`config.mk`:
```
export PLATFORM = sky130hd
export DESIGN_NAME = csr_file_mtrap
export DESIGN_NICKNAME = d
export VERILOG_FILES = /design/src/rtl/csr_pkg.sv /design/src/rtl/csr_irq_sync.sv /design/src/rtl/csr_file_mtrap.sv
export SDC_FILE = /design/constraint.sdc
export NUM_CORES = 1
export LEC_CHECK = 0
export ABC_AREA = 1
export BUFFER_PORTS_ARGS = -buffer_cell sky130_fd_sc_hd__clkbuf_2
export CAP_MARGIN = 25
export CORE_ASPECT_RATIO = 0.7
export CORE_MARGIN = 2
export CORE_UTILIZATION = 48
export CTS_CLUSTER_SIZE = 25
export DETAILED_ROUTE_END_ITERATION = 10
export GPL_ROUTABILITY_DRIVEN = 0
export HOLD_SLACK_MARGIN = 0.03
export PLACE_DENSITY = 0.78
export SETUP_SLACK_MARGIN = 0.2
export SLEW_MARGIN = 5
export SYNTH_ARGS = -nofsm -noshare
export SYNTH_HDL_FRONTEND = slang
export SYNTH_HIERARCHICAL = 1
export SYNTH_SLANG_ARGS = --single-unit
```
`constraint.sdc`:
```
create_clock -name clk -period 3.2 [get_ports clk]
set_clock_uncertainty 0.05 [all_clocks]
set_input_delay 0.96 -clock clk [delete_from_list [all_inputs] [get_ports clk]]
set_output_delay 0.96 -clock clk [all_outputs]
set_load 0.005 [all_outputs]
```
`src/rtl/csr_pkg.sv`:
```
// ============================================================================
// Module   : csr_pkg
// Desc     : Shared constants for the machine-mode trap CSR file: addresses,
//            mstatus/mie/mip bit positions, mtvec modes and cause codes.
// Revision : 1.0 - initial release
// ============================================================================
`default_nettype none

package csr_pkg;

    // Machine-mode CSR addresses
    localparam logic [11:0] c_addr_mstatus   = 12'h300;
    localparam logic [11:0] c_addr_misa      = 12'h301;
    localparam logic [11:0] c_addr_mie       = 12'h304;
    localparam logic [11:0] c_addr_mtvec     = 12'h305;
    localparam logic [11:0] c_addr_mscratch  = 12'h340;
    localparam logic [11:0] c_addr_mepc      = 12'h341;
    localparam logic [11:0] c_addr_mcause    = 12'h342;
    localparam logic [11:0] c_addr_mtval     = 12'h343;
    localparam logic [11:0] c_addr_mip       = 12'h344;
    localparam logic [11:0] c_addr_mcycle    = 12'hB00;
    localparam logic [11:0] c_addr_minstret  = 12'hB02;
    localparam logic [11:0] c_addr_mcycleh   = 12'hB80;
    localparam logic [11:0] c_addr_minstreth = 12'hB82;
    localparam logic [11:0] c_addr_mvendorid = 12'hF11;
    localparam logic [11:0] c_addr_marchid   = 12'hF12;
    localparam logic [11:0] c_addr_mimpid    = 12'hF13;
    localparam logic [11:0] c_addr_mhartid   = 12'hF14;

    localparam int c_mstatus_mie  = 3;
    localparam int c_mstatus_mpie = 7;

    // mie/mip bit positions coincide with the interrupt cause codes
    localparam int c_irq_msi = 3;
    localparam int c_irq_mti = 7;
    localparam int c_irq_mei = 11;

    localparam logic [31:0] c_mie_mask  = 32'h0000_0888;
    localparam logic [31:0] c_cause_msi = 32'h8000_0003;
    localparam logic [31:0] c_cause_mti = 32'h8000_0007;
    localparam logic [31:0] c_cause_mei = 32'h8000_000B;

    localparam logic [1:0] c_mtvec_direct   = 2'b00;
    localparam logic [1:0] c_mtvec_vectored = 2'b01;

    localparam logic [31:0] c_misa = 32'h4000_0100;

    // MPP is hard-wired to machine mode
    function automatic logic [31:0] mstatus_pack(input logic mie, input logic mpie);
        logic [31:0] v;
        v = 32'h0000_1800;
        v[c_mstatus_mie]  = mie;
        v[c_mstatus_mpie] = mpie;
        return v;
    endfunction

endpackage

`default_nettype wire

```
`src/rtl/csr_irq_sync.sv`:
```
// ============================================================================
// Module   : csr_irq_sync
// Desc     : Reset-cleared flop chain bringing one asynchronous interrupt line
//            into the clk domain.
// Revision : 1.0 - initial release
// ============================================================================
`default_nettype none

module csr_irq_sync #(
    parameter int STAGES = 2
) (
    input  logic clk,
    input  logic rst_n,
    input  logic i_irq,
    output logic o_irq
);

    generate
        if (STAGES <= 1) begin : g_single
            logic r_sync;
            always_ff @(posedge clk or negedge rst_n) begin
                if (!rst_n) r_sync <= 1'b0;
                else        r_sync <= i_irq;
            end
            assign o_irq = r_sync;
        end else begin : g_chain
            logic [STAGES-1:0] r_sync;
            always_ff @(posedge clk or negedge rst_n) begin
                if (!rst_n) r_sync <= '0;
                else        r_sync <= {r_sync[STAGES-2:0], i_irq};
            end
            assign o_irq = r_sync[STAGES-1];
        end
    endgenerate

endmodule

`default_nettype wire

```
`src/rtl/csr_file_mtrap.sv`:
```
// ============================================================================
// Module   : csr_file_mtrap
// Desc     : Machine-mode CSR file owning trap entry/MRET state, interrupt
//            qualification and trap target PC. Define CSR_COUNTERS_EN to add
//            the 64-bit mcycle/minstret counters.
// Revision : 1.0 - initial release
// ============================================================================
`default_nettype none

module csr_file_mtrap
    import csr_pkg::*;
#(
    parameter logic [31:0] HART_ID           = 32'd0,
    parameter logic [31:0] RESET_PC          = 32'h0001_0000,
    parameter bit          MTVEC_VECTORED_OK = 1'b1,
    parameter int          IRQ_SYNC_STAGES   = 2
) (
    input  logic        clk,
    input  logic        rst_n,
    input  logic [11:0] csr_addr,
    output logic [31:0] csr_out,
    output logic        csr_illegal,
    input  logic [11:0] csr_wr_addr,
    input  logic [31:0] csr_data_in,
    input  logic        wr_csr_n,
    input  logic        trap_req,
    input  logic [31:0] trap_cause,
    input  logic [31:0] trap_pc,
    input  logic [31:0] trap_val,
    input  logic        is_mret,
    input  logic        instr_retired,
    input  logic        ext_irq,
    input  logic        timer_irq,
    input  logic        sw_irq,
    output logic        irq_pending,
    output logic [31:0] irq_cause,
    output logic [31:0] trap_target,
    output logic [31:0] mepc_out
);

    logic        r_mstatus_mie;
    logic        r_mstatus_mpie;
    logic [31:0] r_mie;
    logic [31:0] r_mscratch;
    logic [29:0] r_mepc;
    logic [31:0] r_mcause;
    logic [31:0] r_mtval;
    logic [29:0] r_mtvec_base;
    logic [1:0]  r_mtvec_mode;

    logic        w_sync_ext;
    logic        w_sync_timer;
    logic        w_sync_sw;
    logic [31:0] w_mip;
    logic [31:0] w_irq_active;
    logic [31:0] w_mtvec;
    logic [1:0]  w_mtvec_mode_nxt;
    logic        w_wr_en;

    csr_irq_sync #(.STAGES(IRQ_SYNC_STAGES)) u_sync_ext (
        .clk   (clk),
        .rst_n (rst_n),
        .i_irq (ext_irq),
        .o_irq (w_sync_ext)
    );

    csr_irq_sync #(.STAGES(IRQ_SYNC_STAGES)) u_sync_timer (
        .clk   (clk),
        .rst_n (rst_n),
        .i_irq (timer_irq),
        .o_irq (w_sync_timer)
    );

    csr_irq_sync #(.STAGES(IRQ_SYNC_STAGES)) u_sync_sw (
        .clk   (clk),
        .rst_n (rst_n),
        .i_irq (sw_irq),
        .o_irq (w_sync_sw)
    );

    always_comb begin
        w_mip            = '0;
        w_mip[c_irq_mei] = w_sync_ext;
        w_mip[c_irq_mti] = w_sync_timer;
        w_mip[c_irq_msi] = w_sync_sw;
    end

    // A trap or MRET in the same cycle swallows any CSR write
    assign w_wr_en = !wr_csr_n && !trap_req && !is_mret;

    always_comb begin
        w_mtvec_mode_nxt = r_mtvec_mode;
        case (csr_data_in[1:0])
            c_mtvec_direct:   w_mtvec_mode_nxt = c_mtvec_direct;
            c_mtvec_vectored: w_mtvec_mode_nxt = MTVEC_VECTORED_OK ? c_mtvec_vectored
                                                                   : c_mtvec_direct;
            default:          w_mtvec_mode_nxt = r_mtvec_mode;
        endcase
    end

    always_ff @(posedge clk or negedge rst_n) begin
        if (!rst_n) begin
            r_mstatus_mie  <= 1'b0;
            r_mstatus_mpie <= 1'b0;
            r_mie          <= '0;
            r_mscratch     <= '0;
            r_mepc         <= RESET_PC[31:2];
            r_mcause       <= '0;
            r_mtval        <= '0;
            r_mtvec_base   <= RESET_PC[31:2];
            r_mtvec_mode   <= c_mtvec_direct;
        end else if (trap_req) begin
            r_mepc         <= trap_pc[31:2];
            r_mcause       <= trap_cause;
            r_mtval        <= trap_val;
            r_mstatus_mpie <= r_mstatus_mie;
            r_mstatus_mie  <= 1'b0;
        end else if (is_mret) begin
            r_mstatus_mie  <= r_mstatus_mpie;
            r_mstatus_mpie <= 1'b1;
        end else if (w_wr_en) begin
            case (csr_wr_addr)
                c_addr_mstatus: begin
                    r_mstatus_mie  <= csr_data_in[c_mstatus_mie];
                    r_mstatus_mpie <= csr_data_in[c_mstatus_mpie];
                end
                c_addr_mie:      r_mie      <= csr_data_in & c_mie_mask;
                c_addr_mtvec: begin
                    r_mtvec_base <= csr_data_in[31:2];
                    r_mtvec_mode <= w_mtvec_mode_nxt;
                end
                c_addr_mscratch: r_mscratch <= csr_data_in;
                c_addr_mepc:     r_mepc     <= csr_data_in[31:2];
                c_addr_mcause:   r_mcause   <= csr_data_in;
                c_addr_mtval:    r_mtval    <= csr_data_in;
                default: ;
            endcase
        end
    end

`ifdef CSR_COUNTERS_EN
    logic [63:0] r_mcycle;
    logic [63:0] r_minstret;

    // Writing one half freezes the other half for that cycle
    always_ff @(posedge clk or negedge rst_n) begin
        if (!rst_n)                                    r_mcycle         <= '0;
        else if (w_wr_en && csr_wr_addr == c_addr_mcycle)  r_mcycle[31:0]  <= csr_data_in;
        else if (w_wr_en && csr_wr_addr == c_addr_mcycleh) r_mcycle[63:32] <= csr_data_in;
        else                                           r_mcycle         <= r_mcycle + 64'd1;
    end

    always_ff @(posedge clk or negedge rst_n) begin
        if (!rst_n)                                          r_minstret         <= '0;
        else if (w_wr_en && csr_wr_addr == c_addr_minstret)  r_minstret[31:0]  <= csr_data_in;
        else if (w_wr_en && csr_wr_addr == c_addr_minstreth) r_minstret[63:32] <= csr_data_in;
        else if (instr_retired)                              r_minstret         <= r_minstret + 64'd1;
    end

    logic [1:0] w_unused_bits;
    assign w_unused_bits = trap_pc[1:0];
`else
    logic [2:0] w_unused_bits;
    assign w_unused_bits = {instr_retired, trap_pc[1:0]};
`endif

    assign w_mtvec = {r_mtvec_base, r_mtvec_mode};

    always_comb begin
        csr_out     = '0;
        csr_illegal = 1'b0;
        case (csr_addr)
            c_addr_mstatus:   csr_out = mstatus_pack(r_mstatus_mie, r_mstatus_mpie);
            c_addr_misa:      csr_out = c_misa;
            c_addr_mie:       csr_out = r_mie;
            c_addr_mtvec:     csr_out = w_mtvec;
            c_addr_mscratch:  csr_out = r_mscratch;
            c_addr_mepc:      csr_out = {r_mepc, 2'b00};
            c_addr_mcause:    csr_out = r_mcause;
            c_addr_mtval:     csr_out = r_mtval;
            c_addr_mip:       csr_out = w_mip;
            c_addr_mvendorid: csr_out = '0;
            c_addr_marchid:   csr_out = '0;
            c_addr_mimpid:    csr_out = '0;
            c_addr_mhartid:   csr_out = HART_ID;
`ifdef CSR_COUNTERS_EN
            c_addr_mcycle:    csr_out = r_mcycle[31:0];
            c_addr_mcycleh:   csr_out = r_mcycle[63:32];
            c_addr_minstret:  csr_out = r_minstret[31:0];
            c_addr_minstreth: csr_out = r_minstret[63:32];
`endif
            default:          csr_illegal = 1'b1;
        endcase
    end

    assign w_irq_active = r_mie & w_mip;
    assign irq_pending  = r_mstatus_mie && (|w_irq_active);

    // Fixed priority MEI > MSI > MTI; MEI is also the idle value
    always_comb begin
        irq_cause = c_cause_mei;
        if (w_irq_active[c_irq_mei])      irq_cause = c_cause_mei;
        else if (w_irq_active[c_irq_msi]) irq_cause = c_cause_msi;
        else if (w_irq_active[c_irq_mti]) irq_cause = c_cause_mti;
    end

    always_comb begin
        trap_target = {r_mtvec_base, 2'b00};
        if (r_mtvec_mode == c_mtvec_vectored && trap_cause[31])
            trap_target = {r_mtvec_base, 2'b00} + {25'd0, trap_cause[4:0], 2'b00};
    end

    assign mepc_out = {r_mepc, 2'b00};

endmodule

`default_nettype wire

```
==> results.md <==
- Status: complete, but fails checks
- Failing checks: setup timing
- Top cell type's share of synthesized area: 0.408
- Critical setup path kind: input port to output port
- Number of global-route vias before repair: 11066
- Area Growth Syn to Fin: 46.0%
- Insertion delay to the later sink of the worst-skew pair: 440 ps
- Pwr dens: 350 mW/mm^2
- Ys Warns: 6
- Num CTS Buffers: 17
- Total power: 5.19 mW
- DR pass1 iterations: 5
- Required time of the critical path: 2190 ps
- Initial DRC Count: 1908
- Routed Antenna Nets: 0
- DP Area: 0.0121 sq mm
- First-pass GRT wire length: 60300 um
- Worst setup margin: -248 ps
- CTS root buf: clkbuf_16
- Largest net degree at the start of global routing: 149
- Final wirelength: 42800 um
- Synth unique cells: 33
- Crit path max fanout: 6
- Design area: 0.0148 sq mm
- H-tree depth: 4
- Routed via count: 12327
- Die H: 126 um
- Gr ovfl total: 0
- Ys flop type: dfrtp_1
- Reg clk slew, reported paths: 60 ps
- Syn_area_per_cell: 6.65 sq um
- Cells after synthesis: 1530
- Area of the core: 0.0208 sq mm
- IO Port Bufs: 253
- Area leader, netlist: dfrtp_1
- Max Clock Freq: 290 MHz
- Die area: 0.0224 sq mm
- Initial antenna violation count: 0
- Share of layout cells above drive strength 1: 0.348
- Async SR Flop Fraction: 1.00
- RSZ-0062 raised after global routing: yes
- Minimum clock period: 3450 ps
- Nets@finish: 2021
- Worst hold path type: flip-flop to flip-flop
- # DRC: 0
- Busiest grt layer: met2
- TritonCTS clock tree: yes
- GRT met3 Usage: 0.0845
- Max cap viols: 0
- Total GRT Usage: 0.354
- Horiz. Die Dim: 178 um
- Leading post-synthesis cells by cell area: dfrtp_1 41%, nand2_1 21%, nand3_1 9.0%
- Slew at the pin closest to its max-slew limit: 750 ps
- Number of diodes: 0
- Via-to-Cell Ratio: 5.75
- Met1 usage: 0.482
- # clock sinks: 168
- Max rail drop VDD: 389 uV
- Sequential-to-total area share from yosys stat: 0.414
- Post-synth EDFFs: 0
- Crit end category: output port
- CP Data Arrival Time: 2440 ps
- DP HPWL: 26700 um
- Row cnt: 44
- Cell area after synthesis: 0.0102 sq mm
- Clock tree buffer depth: 2
- Worst slack, placed: -349 ps
- Leakage: 8.17 nW
- Fin crit share: 1.08
- M2 GR Usage: 0.534
- Initial core utilization: 0.490
- CP startpoint kind: input port
- DR WL/cell: 20.0 um
- # IOs: 291
- Final hold vios: 0
- Slew HR: 0.500
- Final setup violation count: 60
- Yosys reg bits: 168
- Max Slew Vio Count: 0
==> state kept, by name (all words and copies together) (netlist names), 2 cells and up <==
name,flops
r_mscratch,32
r_mtvec_base,30
r_mtval,32
r_mie,3
u_sync_ext/g_chain.r_sync,2
r_mcause,32
r_mepc,30
u_sync_sw/g_chain.r_sync,2
u_sync_timer/g_chain.r_sync,2
==> cell usage after synthesis, types with 3 or more instances <==
cell,instances
a21oi_1,74
buf_1,8
buf_2,20
buf_4,35
clkbuf_1,40
clkinv_1,3
dfrtp_1,166
ha_1,5
inv_1,116
inv_2,4
nand2_1,562
nand3_1,183
nand4_1,16
nor2_1,155
nor3_1,12
o21ai_0,66
o21ai_1,33
o22ai_1,3
xor2_1,10
==> metal layers <==
layer	vias up	part of all wire
li1	5456	-
met1	5751	0.38
met2	964	0.44
met3	156	0.13
met4	0	0.051
met5	-	0
==> cell type report <==
type,instances,area (sq um)
fillers,1594,5910
well taps,276,345
inverters,123,519
flip-flops and latches,168,4210
repair buffers,376,2900
clock inverters,7,67.6
clock buffers,25,495
multi-input cells,1168,6310
==> where the power goes <==
group / switching (mW) / total, mW / internal, mW
Sequential: 0.107 / 2.37 / 2.27
Combinational: 0.470 / 0.779 / 0.309
Clock: 0.888 / 2.04 / 1.15
==> metrics by stage <==
step,util,setup TNS [ps],hold WS (ps),instances
4_1_cts,0.661,-5140,299,2116
3_3_place_gp,0.585,-7660,284,2063
5_1_grt,0.715,-10510,301,2143
2_1_floorplan,-,0,281,1562
3_5_place_dp,0.585,-8510,285,2063
6_report,0.715,-7720,299,2143
==> kinds of logic after synthesis <==
kind of cell	after synthesis	synth area share
AND/OR/NAND/NOR	940	0.382
flip-flops	168	0.414
adder cells (fa/ha/maj)	6	0.00812
other	2	0.000738
XOR/XNOR	10	0.00861
buffers and inverters	226	0.0988
AO/OA/AOI/OAI	178	0.0885
==> path summary, 6_finish.rpt <==
path                                                           from                                        to  slack (ps)  cells past startpoint
max                                                   trap_cause[2]                           trap_target[29]        -250                     12
min                        u_sync_timer/g_chain.r_sync[0]$_DFF_PN0_  u_sync_timer/g_chain.r_sync[1]$_DFF_PN0_         300                      0
max reg2reg                            r_mtvec_base[14]$_DFFE_PN1P_              r_mtvec_base[14]$_DFFE_PN1P_        2250                      2
min reg2reg                u_sync_timer/g_chain.r_sync[0]$_DFF_PN0_  u_sync_timer/g_chain.r_sync[1]$_DFF_PN0_         300                      0
max in group asynchronous                                     rst_n                    r_mtval[3]$_DFFE_PN0P_        1830                      2
min in group asynchronous                                     rst_n                   r_mtval[15]$_DFFE_PN0P_         480                      1
==> critical path, cell delays in order <==
cell,delay [ps]
buf_8,100
ha_4,300
buf_6,100
nand2_4,40
nand2_2,60
nand2_2,80
nand3_4,100
nand2_4,90
nor2_4,230
nand4_1,140
nand2_1,100
clkbuf_2,110
==> repair_timing <==
action                                  4_1_cts  5_1_grt
setup buffers                                15       22
pin swaps                                    55       98
endpoints found under the setup margin       62       63
hold buffers                                  0        0
gates cloned                                  6        5
resized for setup                           188      258
==> cells in the final DEF, fill, tap and decap left out, types with 12 or more instances in the layout <==
cell type	Yosys	routed
clkbuf_16	0	21
buf_6	0	46
buf_2	20	15
clkbuf_2	0	214
buf_8	0	14
nor2_1	155	112
o21ai_1	33	35
o21ai_0	66	62
dfrtp_1	166	166
inv_2	4	13
nand2_4	1	54
buf_4	35	62
a21oi_1	74	67
inv_1	116	103
nor2_4	0	33
nand2_1	562	431
nor2_2	2	12
nand2_2	1	76
nand4_1	16	16
buf_12	0	14
conb_1	2	34
nand3_1	183	163
No activity file was read; power rests on OpenSTA's default activity.
